===== src/rtl/implication_queue.sv =====
// Implication queue for the SAT BCP path: drops duplicate implications, flags
// conflicting ones, and buffers the rest in a FIFO for the trail updater.
module implication_queue #(
    parameter int VAR_W    = 9,
    parameter int NUM_VARS = 512,
    parameter int DEPTH    = 16,
    parameter int CNT_W    = 5
) (
    input  logic             clock,
    input  logic             reset_n,
    input  logic             flush,
    input  logic             push_valid,
    input  logic [VAR_W-1:0] push_var,
    input  logic             push_value,
    output logic             push_ready,
    output logic             pop_valid,
    input  logic             pop_ready,
    output logic [VAR_W-1:0] pop_var,
    output logic             pop_value,
    output logic             conflict,
    output logic [VAR_W-1:0] conflict_var,
    output logic [CNT_W-1:0] count
);

    localparam int PTR_W = $clog2(DEPTH);

    typedef enum logic {RUN, CONFLICT} state_t;

    state_t                state;
    logic [PTR_W-1:0]      head;
    logic [PTR_W-1:0]      tail;
    logic [NUM_VARS-1:0]   pend_v;
    logic [NUM_VARS-1:0]   pend_val;
    logic [VAR_W-1:0]      fifo_var [DEPTH];
    logic                  fifo_val [DEPTH];

    logic push_fire;
    logic pop_fire;
    logic enq;
    logic clash;

    assign push_ready = (state == RUN) && (count < CNT_W'(DEPTH));
    assign pop_valid  = (state == RUN) && (count != '0);
    assign pop_var    = (count != '0) ? fifo_var[head] : '0;
    assign pop_value  = (count != '0) ? fifo_val[head] : 1'b0;

    assign push_fire = push_valid && push_ready;
    assign pop_fire  = pop_valid && pop_ready;
    // Classification uses the pre-edge pending table, so a same-cycle pop of
    // the same variable still makes the push a duplicate or a conflict.
    assign enq   = push_fire && !pend_v[push_var] && !flush;
    assign clash = push_fire && pend_v[push_var] && (pend_val[push_var] != push_value) && !flush;

    // NOTE: storage arrays carry no reset; validity comes from pend_v and count,
    // which keeps the large tables as plain flops without reset routing.
    always_ff @(posedge clock) begin
        if (enq) begin
            fifo_var[tail]     <= push_var;
            fifo_val[tail]     <= push_value;
            pend_val[push_var] <= push_value;
        end
    end

    // NOTE: all state uses non-blocking assignments so every read above sees
    // the pre-edge values regardless of statement order.
    always_ff @(posedge clock or negedge reset_n) begin
        if (!reset_n) begin
            state        <= RUN;
            head         <= '0;
            tail         <= '0;
            count        <= '0;
            pend_v       <= '0;
            conflict     <= 1'b0;
            conflict_var <= '0;
        end else if (flush) begin
            state        <= RUN;
            head         <= '0;
            tail         <= '0;
            count        <= '0;
            pend_v       <= '0;
            conflict     <= 1'b0;
            conflict_var <= '0;
        end else begin
            // A popped variable is always pending, so it can never collide with
            // an enqueue (which requires the variable to be not pending).
            if (pop_fire) begin
                head            <= head + 1'b1;
                pend_v[pop_var] <= 1'b0;
            end
            if (enq) begin
                tail             <= tail + 1'b1;
                pend_v[push_var] <= 1'b1;
            end
            unique case ({enq, pop_fire})
                2'b10:   count <= count + 1'b1;
                2'b01:   count <= count - 1'b1;
                default: count <= count;
            endcase
            if (clash) begin
                state        <= CONFLICT;
                conflict     <= 1'b1;
                conflict_var <= push_var;
            end
        end
    end

endmodule


===== config.mk =====
export PLATFORM = sky130hd
export DESIGN_NAME = implication_queue
export DESIGN_NICKNAME = d
export VERILOG_FILES = /design/src/rtl/implication_queue.sv
export SDC_FILE = /design/constraint.sdc
export NUM_CORES = 2
export LEC_CHECK = 0
export BUFFER_PORTS_ARGS = -buffer_cell sky130_fd_sc_hd__buf_2
export CORE_MARGIN = 2
export CORE_UTILIZATION = 50
export CTS_BUF_LIST = sky130_fd_sc_hd__clkbuf_16
export DETAILED_ROUTE_END_ITERATION = 8
export GPL_ROUTABILITY_DRIVEN = 0
export PLACE_DENSITY_LB_ADDON = 0.1
export RECOVER_POWER = 25
export SYNTH_ARGS = -nofsm -noshare
export SYNTH_HDL_FRONTEND = slang
export SYNTH_SLANG_ARGS = --single-unit

===== constraint.sdc =====
create_clock -name clock -period 5.32 [get_ports clock]
set_clock_uncertainty 0.05 [all_clocks]
set_input_delay 1.064 -clock clock [delete_from_list [all_inputs] [get_ports clock]]
set_output_delay 1.064 -clock clock [all_outputs]
set_load 0.02 [all_outputs]

==> results.txt <==
* Leakage power: 29.2 nW
* Dominant register cell in the synthesized netlist: edfxtp_1
- For this configuration, the core starts out at a cell density of 50.6%.
- For this design the ratio of total power to cell area is 334 nW/um^2.
* Slowest cell on the critical path: a2111oi_0
- Area inside the core boundary: 109000 sq um
- CTS Buffer Depth: 3
* Cell area after technology mapping: 55200 sq um
- STA classifies the critical path endpoint as a register.
- During placement, the flow inserted port buffers numbering 41.
* Core Rows: 121
- Counting the buffers created by CTS gives 135.
* Part of the cycle the worst path needs: 97.3%
- Across the run, the number of max-cap violations was 3.
* Number of H-tree levels: 4
- Synthesis produced a netlist with a net count of 4599.
* Final Hold Viols: 0
* Yosys warning count: 0
- The worst pin sits at a relative slew slack of -171%.
* Die Span Y: 336 um
* DRT Wirelength: 197000 um
* Post-route DRC violation count: 0
- Post-synthesis register bit count: 1207
* Most repeated library cell on the critical path: buf_4
- CP Class: in2reg
* Most area-consuming cells after synthesis: edfxtp_1 37%, dfrtp_1 24%, mux4_2 11%, a21oi_1 4.8%, o21ai_0 4.7%
- Global-route usage over all layers: 35.2%
- Share of flip-flops with an asynchronous set or reset after synthesis: 44.3%
* Max IR drop VDD: 0.324 mV
* Post CTS Setup Buffer Count: 0
* Kind of path behind the tightest hold check: reg2reg
- Worst setup startpoint: push_var[0]
- Tmin final: 5.18 ns
* Final net count: 5090
- STA puts the critical path data required time at 5.90 ns.
- The synthesized netlist contains 63 unique library cells.
* Area added between synthesis and finish: 20.0%
- Setup repair after global routing missed its margin: false
* Number of nets with antenna violations after routing: 0
- Kind of start point of the critical path: input port
- The first global-routing pass estimated 284000 um of wire.
- The run finished, with violations left.
- After clock tree synthesis, the flow added hold-fix buffers numbering 0.
* Router iterations before antenna repair: 6
- Number of flops mapped to enable cells by yosys: 672
- Worst flop-to-flop path startpoint: pend_v[90]
* Overflow left after global routing: 0
- Number of max-slew violations in the final report: 174
* Violation count after the first detailed-route iteration: 5547
* Fmax: 193 MHz
* Routed wire length per instance: 29.6 um
- Clock sink total: 1207
* Worst slew pin tran: 4.07 ns
* Setup Total Neg Slack: 0 ns
- Clock transition at path regs: 0.06 ns
* Cells after synthesis: 4577
- Summing the sequential cell areas from Yosys gives 60.8% of the chip area.
- The top cell type by area accounts for 36.5% of the synthesized area.
* Arrival time at the worst endpoint: 5.76 ns
* Post-DP HPWL: 119000 um
- Fraction of final layout cells with drive strength greater than 1: 24.0%
* Setup Viol. Count Final: 0
* Overall power: 0.0221 W
- Of all nets on the critical path, the largest fanout is 18.
* DIE WIDTH: 336 um
- The initial antenna violation count is 12.
* Violations in the final reports: capacitance limit, slew limit
- Worst-Skew Late Latency: 0.76 ns
- The via count of the first global-routing pass was 40400.
- 42 I/O pins were placed.
* Number of fill cells: 8793
* CTS tree: done
- Cell breakdown of the critical path: buf_8 > buf_4 > and2_2 > buf_4 > a22o_1 > nor3_1 > a2111oi_0 > buf_4 > a22o_1 > nand4_1 > nor4_2 > buf_4 > nor2_1 > xor2_1 > ha_1 > or4_1 > a21oi_1 > mux2_2
* Cell type contributing the most total cell area after synthesis: edfxtp_1
* Post-Syn Area per Cell: 12.1 sq um
* Origin of the worst min-delay path: conflict_var[3]
- In this run, post-CTS repair resized a total of 0 instances.
- Delay of the slowest critical-path stage: 0.64 ns
- The cell sitting at the root of the clock tree is a clkbuf_16.
- Vias per cell: 6.20
* Pin count of the biggest net entering global routing: 206
- The routed layout has 41400 vias.
* Die ar.: 113000 sq um
-- critical path, delay by kind of cell --
kind / cells / cell delay, ns
simple gates: 6 / 1.46
buf+inv: 5 / 1.26
compound gates: 4 / 1.12
mux: 1 / 0.35
fa+ha+maj: 1 / 0.23
xor+xnor: 1 / 0.17
-- area by class of cell --
type,count,area [sq um],share of cell area [%]
clock inverter,108,764,1.15
tap,1476,1850,2.79
antenna,7,17.5,0.0264
sequential,1207,33600,50.7
multi-input combinational,2504,18500,27.8
clock buffer,144,3600,5.44
timing repair buffer,691,6030,9.10
inverter,529,1990,3.00
-- cells by family after synthesis --
family	synth area share [%]
flip-flops	60.8
multiplexers	13.8
buffers and inverters	6.40
AND/OR/NAND/NOR	7.46
XOR/XNOR	0.143
adder cells (fa/ha/maj)	0.159
AO/OA/AOI/OAI	11.3
-- power breakdown --
part	internal, W	total (W)	switching (W)
Clock	0.00537	0.00927	0.00390
Sequential	0.00993	0.00999	0.0000614
Combinational	0.000824	0.00289	0.00206
Total	0.0161	0.0221	0.00603
-- per-stage QoR --
stage	hold WS, ns	std cells	cell area (sq um)	utilization [%]	setup WS [ns]
floorplan	0.463	4577	55200	-	-0.306
detailed placement	0.443	6407	61900	56.7	-0.540
global route	0.487	6661	66300	60.7	0.105
CTS	0.221	6659	66300	60.7	0.218
finish	0.464	6666	66300	60.7	0.145
global placement	0.438	6407	61900	56.7	-0.499
-- placed cells by master, fill, tap and decap left out, types with 14 or more instances in the layout --
master / n
a22o_1: 18
dfrtp_1: 533
clkinv_1: 38
a22oi_1: 63
nor4_2: 15
buf_2: 33
and2_1: 17
nor2_1: 52
clkbuf_16: 144
nor2_2: 15
buf_4: 570
nand2_1: 605
mux4_2: 265
clkinv_2: 19
buf_12: 75
nor2_4: 14
mux2i_1: 160
nand3_1: 41
nor4_4: 16
edfxtp_1: 672
a21oi_1: 534
o21ai_0: 516
inv_1: 558
-- registers in the layout (all words and copies together), names as in the netlist --
name          flops
count             5
fifo_val         16
head              4
pend_v          512
state             1
fifo_var        144
conflict_var      9
tail              4
pend_val        512
-- synth_stat cells (6+ instances only) --
library cell / instances
nor3_4: 7
inv_1: 525
nor4_4: 16
and3_1: 10
nand4_1: 11
buf_6: 21
buf_1: 22
nor3b_1: 6
dfrtp_1: 535
nor4_1: 18
buf_2: 61
ha_1: 7
mux2i_1: 160
nand2_1: 621
buf_4: 14
a21oi_1: 534
nor2b_1: 14
nor2_2: 15
nor2_1: 62
a22oi_1: 63
mux4_2: 265
o21ai_0: 516
nand3_1: 41
a31oi_1: 8
and2_1: 18
nor3_1: 19
nand2b_1: 7
clkbuf_1: 219
a22o_1: 18
edfxtp_1: 672
-- path summary, 6_finish.rpt --
path / end / slack (ns) / cells past startpoint
hold / removal: conflict_var[3] / 0.46 / 1
setup / recovery: count[2] / 0.14 / 18
min in group asynchronous: head[3] / 1.70 / 1
setup reg to reg: count[2] / 0.48 / 16
hold reg to reg: conflict_var[3] / 0.46 / 1
max in group asynchronous: head[1] / 0.95 / 1
-- per-layer routing --
layer	vias to the layer above	share of wire [%]	track usage (%)
met1	21100	39	47.9
met5	-	0.022	0
met3	542	10	7.93
met4	6	5.1	16.1
met2	2340	46	54.2
li1	17400	-	-
No activity file was read; power rests on OpenSTA's default activity.
